$ cat src/rtl/timer_pkg.sv
// Shared constants for the machine timer, also used by the LSU address decode and BSP headers.
package timer_pkg;

   localparam logic [31:0] TIMER_BASE_ADDR = 32'h4000_4000;

   localparam logic [1:0] MTIME_LO_OFF    = 2'd0;
   localparam logic [1:0] MTIME_HI_OFF    = 2'd1;
   localparam logic [1:0] MTIMECMP_LO_OFF = 2'd2;
   localparam logic [1:0] MTIMECMP_HI_OFF = 2'd3;

   localparam int unsigned TIMER_WIDTH = 64;
   localparam int unsigned WORD_WIDTH  = 32;
   localparam int unsigned LANE_COUNT  = WORD_WIDTH / 8;

   // Replace only the byte lanes selected by byte_en.
   function automatic logic [WORD_WIDTH-1:0] merge_bytes(
      input logic [WORD_WIDTH-1:0] old_word,
      input logic [WORD_WIDTH-1:0] new_word,
      input logic [LANE_COUNT-1:0] byte_en
   );
      logic [WORD_WIDTH-1:0] merged;
      merged = old_word;
      for (int i = 0; i < int'(LANE_COUNT); i++) begin
         if (byte_en[i]) begin
            merged[8*i +: 8] = new_word[8*i +: 8];
         end
      end
      return merged;
   endfunction

endpackage

$ cat src/rtl/timer_prescaler.sv
// Divides the core clock into mtime ticks; tick_c is high in the last cycle of each period.
module timer_prescaler
   import timer_pkg::*;
#(
   parameter int unsigned PRESCALE = 1
) (
   input  logic clk,
   input  logic rst,
   output logic tick_c
);

   localparam int unsigned CNT_WIDTH = 16;
   localparam logic [CNT_WIDTH-1:0] LAST_COUNT = CNT_WIDTH'(PRESCALE - 1);

   logic [CNT_WIDTH-1:0] count;

   // Tick when the counter reaches the end of its period.
   assign tick_c = (count == LAST_COUNT);

   // Free-running 0..PRESCALE-1 counter; register writes never touch it.
   always_ff @(posedge clk) begin
      if (rst) begin
         count <= '0;
      end else if (tick_c) begin
         count <= '0;
      end else begin
         count <= count + CNT_WIDTH'(1);
      end
   end

endmodule

$ cat src/rtl/machine_timer.sv
// RISC-V machine timer: 64-bit mtime/mtimecmp with a registered level interrupt.
// Optional feature: define TIMER_PRESCALER_EN to advance mtime every PRESCALE cycles.
module machine_timer
   import timer_pkg::*;
#(
   parameter int unsigned PRESCALE       = 1,
   parameter logic [63:0] MTIMECMP_RESET = 64'hFFFF_FFFF_FFFF_FFFF
) (
   input  logic        clk,
   input  logic        rst,
   input  logic [31:0] address,
   input  logic [31:0] write_data,
   input  logic [3:0]  byte_enable,
   input  logic        timer_write_enable,
   output logic [31:0] timer_read_data,
   output logic        timer_interrupt
);

   // Reject divide ratios the 16-bit counter cannot represent.
   if (PRESCALE < 1 || PRESCALE > 65535) begin : g_bad_prescale
      $error("machine_timer: PRESCALE must be in 1..65535");
   end

   logic [TIMER_WIDTH-1:0] mtime;
   logic [TIMER_WIDTH-1:0] mtimecmp;
   logic [TIMER_WIDTH-1:0] mtime_nxt;
   logic [TIMER_WIDTH-1:0] mtimecmp_nxt;
   logic [1:0]             word_sel;
   logic                   tick;
   logic                   unused_addr;

   assign word_sel    = address[3:2];
   assign unused_addr = ^{address[31:4], address[1:0]};

`ifdef TIMER_PRESCALER_EN
   timer_prescaler #(
      .PRESCALE (PRESCALE)
   ) u_prescaler (
      .clk    (clk),
      .rst    (rst),
      .tick_c (tick)
   );
`else
   assign tick = 1'b1;
`endif

   // Next-state for mtime/mtimecmp: low-word writes freeze counting, high-word writes drop the carry.
   always_comb begin
      mtime_nxt    = mtime;
      mtimecmp_nxt = mtimecmp;

      if (timer_write_enable && word_sel == MTIME_LO_OFF) begin
         mtime_nxt[31:0] = merge_bytes(mtime[31:0], write_data, byte_enable);
      end else if (timer_write_enable && word_sel == MTIME_HI_OFF) begin
         mtime_nxt[63:32] = merge_bytes(mtime[63:32], write_data, byte_enable);
         if (tick) begin
            mtime_nxt[31:0] = mtime[31:0] + 32'd1;
         end
      end else if (tick) begin
         mtime_nxt = mtime + 64'd1;
      end

      if (timer_write_enable && word_sel == MTIMECMP_LO_OFF) begin
         mtimecmp_nxt[31:0] = merge_bytes(mtimecmp[31:0], write_data, byte_enable);
      end
      if (timer_write_enable && word_sel == MTIMECMP_HI_OFF) begin
         mtimecmp_nxt[63:32] = merge_bytes(mtimecmp[63:32], write_data, byte_enable);
      end
   end

   // Register update; interrupt compares the pre-edge register values.
   always_ff @(posedge clk) begin
      if (rst) begin
         mtime           <= '0;
         mtimecmp        <= MTIMECMP_RESET;
         timer_interrupt <= 1'b0;
      end else begin
         mtime           <= mtime_nxt;
         mtimecmp        <= mtimecmp_nxt;
         timer_interrupt <= (mtime >= mtimecmp);
      end
   end

   // Zero-latency read mux for the LSU load path.
   always_comb begin
      timer_read_data = '0;
      case (word_sel)
         MTIME_LO_OFF:    timer_read_data = mtime[31:0];
         MTIME_HI_OFF:    timer_read_data = mtime[63:32];
         MTIMECMP_LO_OFF: timer_read_data = mtimecmp[31:0];
         MTIMECMP_HI_OFF: timer_read_data = mtimecmp[63:32];
         default:         timer_read_data = '0;
      endcase
   end

endmodule

$ cat config.mk
export PLATFORM = sky130hd
export DESIGN_NAME = machine_timer
export DESIGN_NICKNAME = d
export VERILOG_FILES = /design/src/rtl/timer_pkg.sv /design/src/rtl/timer_prescaler.sv /design/src/rtl/machine_timer.sv
export SDC_FILE = /design/constraint.sdc
export NUM_CORES = 1
export LEC_CHECK = 0
export ABC_AREA = 1
export BUFFER_PORTS_ARGS = -buffer_cell sky130_fd_sc_hd__buf_2
export CORE_MARGIN = 10
export CORE_UTILIZATION = 50
export CTS_CLUSTER_DIAMETER = 150
export CTS_CLUSTER_SIZE = 24
export DETAILED_ROUTE_END_ITERATION = 8
export PLACE_DENSITY_LB_ADDON = 0.1
export RECOVER_POWER = 50
export SYNTH_ARGS = -nofsm -noshare
export SYNTH_HDL_FRONTEND = slang
export SYNTH_HIERARCHICAL = 1
export SYNTH_SLANG_ARGS = --single-unit
$ cat constraint.sdc
create_clock -name clk -period 1.8 [get_ports clk]
set_clock_uncertainty 0.1 [all_clocks]
set_input_delay 0.27 -clock clk [delete_from_list [all_inputs] [get_ports clk]]
set_output_delay 0.27 -clock clk [all_outputs]
set_load 0.02 [all_outputs]
==> results of run 1 <==
## sequential cells by signal, indices dropped and copies added (netlist names)
register         count
mtimecmp            64
mtime               64
timer_interrupt      1
## cell usage in the layout, fill, tap and decap left out, types with 5 or more instances in the layout
cell type | Yosys | layout
o221ai_1 | 67 | 67
dfxtp_4 | 0 | 23
clkbuf_16 | 0 | 17
nand2_2 | 4 | 89
nand3_1 | 81 | 70
ha_1 | 65 | 49
o211ai_1 | 6 | 6
nand2_4 | 0 | 19
nand4_1 | 23 | 23
nor2_4 | 3 | 58
clkbuf_2 | 0 | 8
a21oi_2 | 0 | 13
buf_6 | 0 | 47
o21ai_1 | 5 | 21
inv_2 | 5 | 16
nand2_1 | 479 | 375
dfxtp_1 | 129 | 66
o21ai_2 | 1 | 14
a21oi_1 | 126 | 112
o2111ai_1 | 25 | 20
o2111ai_2 | 0 | 5
buf_2 | 14 | 59
inv_1 | 176 | 164
clkbuf_1 | 36 | 8
buf_4 | 1 | 244
o21ai_0 | 59 | 29
nand3_2 | 0 | 10
nor2_2 | 5 | 59
nor2_1 | 173 | 64
nand3b_1 | 5 | 5
ha_4 | 0 | 16
buf_12 | 0 | 9
dfxtp_2 | 0 | 40
## logic make-up (layout without fill, tap and decap cells)
family / count (synthesis) / after routing / share of synthesized area (%)
buf+inv: 237 / 591 / 9.66
xor+xnor: 7 / 7 / 0.650
flops: 129 / 129 / 27.4
compound gates: 299 / 299 / 20.0
fa+ha+maj: 65 / 65 / 8.63
simple gates: 781 / 781 / 33.6
## path summary, 6_finish.rpt
check / startpoint / end / slack, ns / cells past startpoint
worst max-delay path: mtime[30] / timer_interrupt / -0.06 / 11
worst min-delay path: write_data[18] / mtimecmp[50] / 0.01 / 3
worst max register to register: mtime[30] / timer_interrupt / -0.06 / 11
worst min register to register: mtimecmp[23] / mtimecmp[23] / 0.42 / 2
## per-layer routing
metal / up-vias / wire length, um / GRT usage [%]
li1: 5771 / - / -
met1: 5744 / 16800 / 43.4
met2: 698 / 19200 / 52.2
met3: 130 / 4350 / 6.36
met4: 0 / 1530 / 9.97
met5: - / 0 / 0
## worst register-to-register path: cells and delay by family (launching register included)
kind	cells	cell delay [ns]
AND/OR/NAND/NOR	7	0.67
flip-flops	1	0.37
buffers and inverters	2	0.29
adder cells (fa/ha/maj)	1	0.26
AO/OA/AOI/OAI	1	0.10
## where the power goes
group	internal (mW)	leakage [nW]	switching, mW
logic	0.686	5.45	1.01
registers	2.97	1.08	0.112
clock network	2.07	0.279	1.43
## repair_timing
item / in CTS / in global routing
resized for setup: 192 / 359
buffers inserted: 20 / 22
endpoints found under the hold margin: 3 / 0
endpoints found under the setup margin: 57 / 77
hold buffers: 2 / 0
pin swaps: 40 / 78
## through the flow
| step | setup WS (ns) | hold slack [ns] |
|---|---|---|
| floorplan | 0.0196 | 0.296 |
| global placement | -0.259 | 0.383 |
| detailed placement | -0.328 | 0.382 |
| CTS | -0.0455 | 0.00859 |
| global route | -0.161 | 0.0420 |
| finish | -0.0579 | 0.0113 |
## final cells by class
| class | count | area share [%] |
|---|---|---|
| clock buffer | 19 | 3.05 |
| clock inverter | 13 | 0.949 |
| tap | 234 | 2.02 |
| sequential | 129 | 18.7 |
| timing repair buffer | 377 | 20.3 |
| inverter | 182 | 4.75 |
| multi-input combinational | 1152 | 50.2 |
==> summary.txt, run 1 <==
Yosys
  • Synth top area cells: dfxtp_1 27%, nand2_1 19%, ha_1 8.6%
  • Ys flop type: dfxtp_1
  • Seq cells post-synth: 129
  • Number of synthesized flops with an enable pin: 0
  • Register area share after synthesis: 27.4%
  • Most common cell in the synthesized netlist: nand2_1
  • Synth Instances: 1,518
  • Synth top cells by count: 479 x nand2_1, 176 x inv_1, 173 x nor2_1, 129 x dfxtp_1, 126 x a21oi_1
  • Syn_nets: 1,654
  • Yosys Warn Count: 6
  • Ys async rst share: 0%
  • Dominant cell type by area after synthesis: dfxtp_1
  • Netlist cell types: 34
  • Cell Area, Synth: 0.00943 mm2
  • Syn_area_per_cell: 6.21 um2
  • Post-synth top area share: 27.4%

CTS
  • CTS Buf Count: 17
  • Clock tree from TritonCTS: built
  • CTS clk-pin slew, worst paths: 0.06 ns
  • Later-pin clock latency in the skew report: 0.44 ns
  • CTS root buffer: clkbuf_16
  • Clock sink count: 129
  • H-tree lvl count: 4
  • Clock Path Buffers: 2

Placement
  • Inst Count DP: 2,038
  • DP HPWL: 30.9 mm
  • Global placer's final weighted congestion: 1.04
  • Placed Area: 0.0120 mm2
  • Port bufs: 73

Route
  • Vias post-DR: 12.3k
  • Total Wirelength: 41.9 mm
  • Routed vias/inst: 5.86
  • Wire length per cell: 19.9 um
  • First DRT Iteration DRCs: 1,216
  • ANT nets after route: 0
  • Drt pass-1 iters: 6
  • DRC viols: 0

Layout
  • Reg area: 0.00272 mm2
  • Fraction of layout cells with a size suffix above 1: 41.3%
  • Area delta synth->final: 53.8%
  • # fillers: 1,455
  • Multi-input gate area: 0.00728 mm2
  • Finished Layout Cells: 2,106
  • ANT cells: 0
  • Fin area: 0.0145 mm2
  • Final #Nets: 1,995
  • Post-route core utilization: 77.8%

STA
  • Setup violations, final: 5
  • Final Hold Vio Count: 0
  • Max Transition Viols Final: 0
  • Min Tclk post-route: 1.86 ns
  • RSZ-0062 raised after global routing: yes
  • Least-Margin Pin Slew: 0.905 ns
  • Final setup margin: -0.0579 ns
  • Fmax achieved: 0.538 GHz
  • Max-slew headroom: 39.6%
  • Setup TNS: -0.0951 ns
  • Fin crit share: 103%

Worst setup path
  • CP Launch Type: register
  • Data required, critical path: 2.06 ns
  • Crit path max-delay family: simple AND/OR/NAND/NOR gates
  • Arr. time, crit path: 2.12 ns
  • CP Class: reg -> reg
  • Bufs and invs on worst path: 2
  • Slowest-stage cell, CP: dfxtp_4
  • Crit-path max FO: 4
  • Most used cell, CP: nand2_2
  • CP max stage delay: 0.37 ns
  • Crit path capture type: register
  • Crit-path cells: buf_4 > ha_4 > nand2_2 > nor2_4 > nand3_2 > nor2_4 > buf_4 > nand2_2 > nand2_4 > nand2_2 > a21oi_2

GRT
  • Initial antenna violation count: 0
  • First-pass GRT wire length: 62.7 mm
  • GRT Total Usage: 32.6%
  • Vias in the first global route: 11.4k
  • Total gr overflow: 0
  • Largest net degree at the start of global routing: 50

Power and ir drop
  • Leakage: 6.82 nW
  • Tot Pwr: 8.28 mW
  • Maximum vdd drop: 0.649 mV
  • Pwr Density: 571 mW/mm2

Min path
  • Hold Path Class: in -> reg

Die
  • Core area: 0.0186 mm2
  • Die H: 157 um
  • Die area: 0.0247 mm2
  • Ports: 104
  • Starting Density: 50.6%
  • Row cnt: 50
  • Die W: 157 um

Outcome
  • Failing checks: setup timing
  • Status: finished with violations

Run
  • # Max-Cap Violations: 0
Power figures use the tool's default switching activity.
==> run 2, diff against run 1 <==
--- a/config.mk
+++ b/config.mk
@@ -5,7 +5,6 @@
 export SDC_FILE = /design/constraint.sdc
 export NUM_CORES = 1
 export LEC_CHECK = 0
-export ABC_AREA = 1
 export BUFFER_PORTS_ARGS = -buffer_cell sky130_fd_sc_hd__buf_2
 export CORE_MARGIN = 10
 export CORE_UTILIZATION = 50
==> summary.txt, run 2 <==
Outcome
  • Status: finished with violations (unchanged)
  • Failing checks: setup timing (unchanged)

Route
  • Drt pass-1 iters: 6 (unchanged)
  • ANT nets after route: 0 (unchanged)
  • Routed vias/inst: 6.52 (was 5.86)
  • Wl on met1: 15.0 mm (was 16.8 mm)
  • Routed wl met3: 3.87 mm (was 4.35 mm)
  • Vias post-DR: 11.2k (was 12.3k)
  • Wire length per cell: 23.1 um (was 19.9 um)
  • Top sig layer: met4 (unchanged)
  • Met2 wire length: 18.4 mm (was 19.2 mm)
  • DRC viols: 0 (unchanged)
  • Total Wirelength: 39.6 mm (was 41.9 mm)
  • First DRT Iteration DRCs: 1,694 (was 1,216)

Power and ir drop
  • Clock power frac: 44.2% (was 42.3%)
  • Net load switching power: 2.40 mW (was 2.55 mW)
  • Combinational Power Share: 19.5% (was 20.5%)
  • Sequential group share of total power: 36.3% (was 37.2%)
  • Tot Pwr: 8.38 mW (was 8.28 mW)
  • Internal: 5.98 mW (was 5.72 mW)
  • Maximum vdd drop: 0.675 mV (was 0.649 mV)
  • Leakage: 6.78 nW (was 6.82 nW)
  • Pwr Density: 585 mW/mm2 (was 571 mW/mm2)
  • Switching share of power: 28.7% (was 30.8%)

CTS
  • Clock tree from TritonCTS: built (unchanged)
  • CTS root buffer: clkbuf_16 (unchanged)
  • H-tree lvl count: 4 (unchanged)
  • Later-pin clock latency in the skew report: 0.44 ns (about the same)
  • CTS Buf Count: 17 (unchanged)
  • Clock sink count: 129 (unchanged)
  • Clock Path Buffers: 2 (unchanged)
  • CTS clk-pin slew, worst paths: 0.06 ns (about the same)

Layout
  • Final #Nets: 1,612 (was 1,995)
  • Post-route core utilization: 82.9% (was 77.8%)
  • Commonest non-fill, non-tap cell in the layout: buf_4 (was nand2_1)
  • Commonest non-fill, non-tap cells in the layout: 231 x buf_4, 150 x nand2_1, 140 x buf_6, 81 x a21oi_1, 71 x inv_1 (was 375 x nand2_1, 244 x buf_4, 164 x inv_1, 112 x a21oi_1, 89 x nand2_2)
  • Reg area: 0.00271 mm2 (was 0.00272 mm2)
  • ANT cells: 0 (unchanged)
  • Finished Layout Cells: 1,714 (was 2,106)
  • Multi-input gate area: 0.00664 mm2 (was 0.00728 mm2)
  • Biggest regs: mtime x64, mtimecmp x64, timer_interrupt x1 (unchanged)
  • Fraction of layout cells with a size suffix above 1: 47.3% (was 41.3%)
  • # fillers: 956 (was 1,455)
  • Area delta synth->final: 62.1% (was 53.8%)

Die
  • Die H: 153 um (was 157 um)
  • Die area: 0.0234 mm2 (was 0.0247 mm2)
  • Row cnt: 48 (was 50)
  • Starting Density: 51.2% (was 50.6%)
  • Ports: 104 (unchanged)
  • Core area: 0.0173 mm2 (was 0.0186 mm2)
  • Die W: 153 um (was 157 um)

Yosys
  • Synth Instances: 1,088 (was 1,518)
  • Ys flop type: dfxtp_1 (unchanged)
  • Synth Area in XOR/XNOR: 0.495% (was 0.650%)
  • Dominant cell type by area after synthesis: dfxtp_1 (unchanged)
  • Register area share after synthesis: 29.2% (was 27.4%)
  • Seq cells post-synth: 129 (unchanged)
  • Combinational family with the most area after synthesis: simple AND/OR/NAND/NOR gates (unchanged)
  • Cell Area, Synth: 0.00885 mm2 (was 0.00943 mm2)
  • Synth Area in Adders: 9.19% (was 8.63%)
  • Yosys Warn Count: 6 (unchanged)
  • Synth Area in Simple Gates: 26.7% (was 33.6%)
  • Post-synthesis mux area share: 9.22% (was 0%)
  • Most common cell in the synthesized netlist: nand2_1 (unchanged)
  • Syn_area_per_cell: 8.13 um2 (was 6.21 um2)
  • Netlist cell types: 63 (was 34)
  • Ys async rst share: 0% (unchanged)
  • Number of synthesized flops with an enable pin: 0 (unchanged)
  • Synth top cells by count: 160 x nand2_1, 129 x dfxtp_1, 89 x a21oi_1, 72 x inv_1, 65 x ha_1 (was 479 x nand2_1, 176 x inv_1, 173 x nor2_1, 129 x dfxtp_1, 126 x a21oi_1)
  • Synth top area cells: dfxtp_1 29%, ha_1 9.2%, mux4_2 7.9% (was dfxtp_1 27%, nand2_1 19%, ha_1 8.6%)
  • Syn_nets: 1,224 (was 1,654)
  • Post-synth top area share: 29.2% (was 27.4%)
  • Compound-cell area share of the yosys netlist: 19.1% (was 20.0%)

STA
  • Final Hold Vio Count: 0 (unchanged)
  • Fmax achieved: 0.415 GHz (was 0.538 GHz)
  • Min Tclk post-route: 2.41 ns (was 1.86 ns)
  • Max-slew headroom: 55.2% (was 39.6%)
  • Max Transition Viols Final: 0 (unchanged)
  • RSZ-0062 raised after global routing: yes (unchanged)
  • Final setup margin: -0.610 ns (was -0.0579 ns)
  • Fin crit share: 134% (was 103%)
  • Setup violations, final: 96 (was 5)
  • Least-Margin Pin Slew: 0.669 ns (was 0.905 ns)

Placement
  • Global placer's final weighted congestion: 0.922 (was 1.04)
  • Inst Count DP: 1,588 (was 2,038)
  • Pre-CTS setup slack: -0.571 ns (was -0.328 ns)
  • DP HPWL: 24.5 mm (was 30.9 mm)
  • Port bufs: 73 (unchanged)

GRT
  • Vias in the first global route: 10.7k (was 11.4k)
  • GRT Total Usage: 29.9% (was 32.6%)
  • Initial antenna violation count: 0 (unchanged)
  • First-pass GRT wire length: 57.5 mm (was 62.7 mm)
  • Largest net degree at the start of global routing: 46 (was 50)
  • Total gr overflow: 0 (unchanged)

Worst setup path
  • Arr. time, crit path: 2.62 ns (was 2.12 ns)
  • Critical path endpoint: mtime[28] (was timer_interrupt)
  • Flop2flop setup slack: -0.61 ns (was -0.06 ns)
  • Crit path capture type: register (unchanged)
  • CP Class: reg -> reg (unchanged)
  • FF-to-FF Start: mtime[0] (was mtime[30])
  • Data required, critical path: 2.01 ns (was 2.06 ns)
  • Crit-path max FO: 3 (was 4)
  • CP Launch Type: register (unchanged)
  • Reg2reg path depth: 10 (was 11)
  • Critical path origin: mtime[0] (was mtime[30])
  • Worst r2r dst: mtime[28] (was timer_interrupt)

Min path
  • Hold Path Class: in -> reg (unchanged)
  • Hold Path Origin: write_data[1] (was write_data[18])

Run
  • # Max-Cap Violations: 0 (unchanged)
[run 2: cell types whose count changed after synthesis, moves of 31 or more]
cell,change
mux4_2,+31
nor2_1,-114
inv_1,-104
nand2_1,-319
o221ai_1,-67
a311o_1,+33
a21oi_1,-37
[run 2: per-layer routing]
metal / GRT usage, % / up-vias
met2: 47.7 / 810
li1: - / 4863
met4: 13.8 / 0
met1: 38.2 / 5296
met3: 5.58 / 200
met5: 0 / -
[run 2: logic make-up (layout without fill, tap and decap cells)]
family / count (synthesis) / count (layout)
mux: 41 / 41
compound gates: 251 / 251
simple gates: 461 / 461
xor+xnor: 5 / 5
buf+inv: 136 / 537
flops: 129 / 129
fa+ha+maj: 65 / 65
[run 2: repair_timing]
action / 4_1_cts / 5_1_grt
pin swaps: 97 / 71
hold buffers: 0 / 0
buffers inserted: 78 / 36
setup endpoints to repair: 86 / 91
gates resized for setup: 307 / 82
[run 2: final cells by class]
| type | count | area share, % |
|---|---|---|
| clock buffer | 19 | 3.17 |
| inverter | 72 | 1.88 |
| sequential | 129 | 18.9 |
| tap | 225 | 1.96 |
| multi-input combinational | 823 | 46.3 |
| clock inverter | 13 | 1.09 |
| timing repair buffer | 433 | 26.7 |
[run 2: stage by stage]
step	setup TNS, ns	hold WS [ns]	cell area (um2)
after floorplan	-6.66	0.291	9160
after global placement	-16.72	0.377	11600
after detailed placement	-18.60	0.384	11600
after CTS	-17.33	0.000350	13900
after global routing	-29.50	0.0148	14300
final	-24.79	0.0120	14300
[run 2: power groups by stage]
stage                     clock network [mW]  registers [mW]  logic, mW
after floorplan                            0            3.10      0.720
after global placement                     0            3.10       1.28
after detailed placement                   0            3.10       1.30
after CTS                               3.69            3.04       1.53
after global routing                    3.82            3.06       1.72
final                                   3.71            3.05       1.63
[run 2: how the worst min path moves through the flow]
stage / cells after the start / to / slack, ns
finish: 3 / mtimecmp[1] / 0.01
global route: 3 / mtimecmp[20] / 0.01
CTS: 3 / mtimecmp[19] / 0.0004
detailed placement: 2 / mtime[2] / 0.38
global placement: 2 / mtime[2] / 0.38
floorplan: 2 / mtimecmp[0] / 0.29
[run 2: critical path, cell delays in order, from the launching register on]
cell	delay, ns
dfxtp_4	0.37
buf_12	0.10
ha_4	0.14
nand2_4	0.08
buf_6	0.13
nor2_4	0.14
nand4_1	0.18
or4_4	0.48
buf_6	0.13
o211ai_1	0.29
a31oi_4	0.12
==> run 3, diff against run 2 <==
--- a/config.mk
+++ b/config.mk
@@ -11,7 +11,7 @@
 export CTS_CLUSTER_DIAMETER = 150
 export CTS_CLUSTER_SIZE = 24
 export DETAILED_ROUTE_END_ITERATION = 8
-export PLACE_DENSITY_LB_ADDON = 0.1
+export PLACE_DENSITY = 0.73
 export RECOVER_POWER = 50
 export SYNTH_ARGS = -nofsm -noshare
 export SYNTH_HDL_FRONTEND = slang
==> summary.txt, run 3 (synthesis results as in run 2) <==
Outcome
  • Status: finished with violations (unchanged)
  • Failing checks: DRC, setup timing (was setup timing)

CTS
  • CTS Hold Buffers Added: 0 (unchanged)
  • Clock tree from TritonCTS: built (unchanged)
  • Later-pin clock latency in the skew report: 0.44 ns (about the same)
  • Clock sink count: 129 (unchanged)
  • H-tree lvl count: 4 (unchanged)
  • CTS root buffer: clkbuf_16 (unchanged)
  • CTS clk-pin slew, worst paths: 0.06 ns (about the same)
  • Clock Path Buffers: 2 (unchanged)
  • CTS Buf Count: 17 (unchanged)

STA
  • Setup violations, final: 130 (was 96)
  • Final setup margin: -0.822 ns (was -0.610 ns)
  • Min Tclk post-route: 2.62 ns (was 2.41 ns)
  • Fin crit share: 146% (was 134%)
  • Fmax achieved: 0.381 GHz (was 0.415 GHz)
  • Least-Margin Pin Slew: 0.654 ns (was 0.669 ns)
  • Final Hold Vio Count: 0 (unchanged)
  • Fin Hold WS: 0.00950 ns (was 0.0120 ns)
  • RSZ-0062 raised after global routing: yes (unchanged)
  • Max-slew headroom: 56.4% (was 55.2%)
  • Max Transition Viols Final: 0 (unchanged)

Worst setup path
  • Reg2reg path depth: 6 (was 10)
  • Slowest-stage cell, CP: nor4_4 (was or4_4)
  • CP max stage delay: 0.53 ns (was 0.48 ns)
  • Crit-path cells: nand3_4 > or3_4 > nor4_4 > nand4_1 > or3_1 > a31oi_1 (was buf_12 > ha_4 > nand2_4 > buf_6 > nor2_4 > nand4_1 > or4_4 > buf_6 > o211ai_1 > a31oi_4)
  • Worst r2r dst: mtime[39] (was mtime[28])
  • Crit-path max FO: 5 (was 3)
  • CP Class: reg -> reg (unchanged)
  • Bufs and invs on worst path: 0 (was 3)
  • FF-to-FF Start: mtime[9] (was mtime[0])
  • Flop2flop setup slack: -0.82 ns (was -0.61 ns)
  • Crit path capture type: register (unchanged)
  • Crit path max-delay family: simple AND/OR/NAND/NOR gates (unchanged)
  • CP Launch Type: register (unchanged)
  • Data required, critical path: 2.05 ns (was 2.01 ns)
  • Arr. time, crit path: 2.87 ns (was 2.62 ns)

Layout
  • Finished Layout Cells: 1,713 (was 1,714)
  • Final #Nets: 1,612 (unchanged)
  • Biggest regs: mtime x64, mtimecmp x64, timer_interrupt x1 (unchanged)
  • Commonest non-fill, non-tap cell in the layout: buf_4 (unchanged)
  • Reg area: 0.00273 mm2 (was 0.00271 mm2)
  • Post-route core utilization: 82.8% (was 82.9%)
  • Commonest non-fill, non-tap cells in the layout: 230 x buf_4, 150 x nand2_1, 149 x buf_6, 79 x a21oi_1, 71 x inv_1 (was 231 x buf_4, 150 x nand2_1, 140 x buf_6, 81 x a21oi_1, 71 x inv_1)
  • ANT cells: 0 (unchanged)
  • Multi-input gate area: 0.00670 mm2 (was 0.00664 mm2)
  • # fillers: 872 (was 956)
  • Area delta synth->final: 61.8% (was 62.1%)
  • Fraction of layout cells with a size suffix above 1: 47.3% (about the same)

Min path
  • Hold Path Class: in -> reg (unchanged)
  • Hold Path Stages: 3 (unchanged)
  • Hold Path Origin: write_data[19] (was write_data[1])
  • Worst Hold Path EP: mtimecmp[19] (was mtimecmp[1])

Placement
  • Global placer's final weighted congestion: 0.947 (was 0.922)
  • Port bufs: 73 (unchanged)
  • DP HPWL: 24.9 mm (was 24.5 mm)
  • Inst Count DP: 1,595 (was 1,588)

GRT
  • Largest net degree at the start of global routing: 44 (was 46)
  • GRT Total Usage: 31.5% (was 29.9%)
  • Total gr overflow: 0 (unchanged)
  • Vias in the first global route: 11.1k (was 10.7k)
  • First-pass GRT wire length: 60.2 mm (was 57.5 mm)
  • Initial antenna violation count: 1 (was 0)

Die
  • Core area: 0.0173 mm2 (unchanged)
  • Die H: 153 um (unchanged)
  • Die area: 0.0234 mm2 (unchanged)
  • Die W: 153 um (unchanged)
  • Starting Density: 51.2% (unchanged)
  • Ports: 104 (unchanged)
  • Row cnt: 48 (unchanged)

Route
  • Routed vias/inst: 7.11 (was 6.52)
  • DRC viols: 17 (was 0)
  • Total Wirelength: 45.7 mm (was 39.6 mm)
  • ANT nets after route: 0 (unchanged)
  • Vias post-DR: 12.2k (was 11.2k)
  • Wire length per cell: 26.7 um (was 23.1 um)
  • Drt pass-1 iters: 9 (was 6)
  • First DRT Iteration DRCs: 2,254 (was 1,694)

Power and ir drop
  • Leakage: 6.78 nW (about the same)
  • Tot Pwr: 7.98 mW (was 8.38 mW)
  • Maximum vdd drop: 0.815 mV (was 0.675 mV)
  • Pwr Density: 557 mW/mm2 (was 585 mW/mm2)

Run
  • # Max-Cap Violations: 0 (unchanged)
==> run 3: timing repair <==
action | CTS | global route
cloned | 0 | 1
setup buffers | 72 | 45
endpoints found under the setup margin | 85 | 89
resized for setup | 303 | 107
pin swaps | 109 | 74
==> run 3: layer usage <==
metal | vias up | track usage, % | share of wire (%)
met1 | 5590 | 37.3 | 34
met5 | - | 0 | 0.12
met3 | 436 | 7.38 | 13
li1 | 4860 | - | -
met2 | 1284 | 50.7 | 43
met4 | 2 | 18.7 | 9.7
==> run 3: cell type report <==
cell class,instances,share of cell area (%)
well taps,225,1.97
flip-flops and latches,129,19.1
multi-input cells,823,46.8
repair buffers,433,26.7
clock buffers,23,3.13
clock inverters,8,0.454
inverters,72,1.89
==> run 3: tightest hold or removal path, cell delays in order <==
cell and delay (ns):
buf_2 0.13, nand2_1 0.06, nand3b_1 0.07
==> run 3: metrics by stage <==
step / instance area (um2) / setup TNS [ns] / setup slack (ns)
after global placement: 11700 / -14.47 / -0.569
after floorplan: 9160 / -6.66 / -0.511
final: 14300 / -33.53 / -0.822
after CTS: 13700 / -14.13 / -0.421
after detailed placement: 11700 / -16.56 / -0.576
after global routing: 14300 / -34.50 / -0.821
==> run 3: how the worst max path moves through the flow <==
stage,start,end,cells past startpoint
3_5_place_dp,mtime[0],timer_interrupt,8
2_1_floorplan,mtime[1],mtime[58],7
4_1_cts,mtime[0],timer_interrupt,8
6_report,mtime[9],mtime[39],6
5_1_grt,mtime[10],mtime[39],6
3_3_place_gp,mtime[0],timer_interrupt,8
==> run 3: where the power goes <==
| group | internal, mW | leakage [nW] | total, mW | switching [mW] |
|---|---|---|---|---|
| clock | 1.87 | 0.258 | 3.25 | 1.38 |
| combinational | 0.764 | 5.44 | 1.67 | 0.907 |
| sequential | 2.94 | 1.08 | 3.05 | 0.112 |
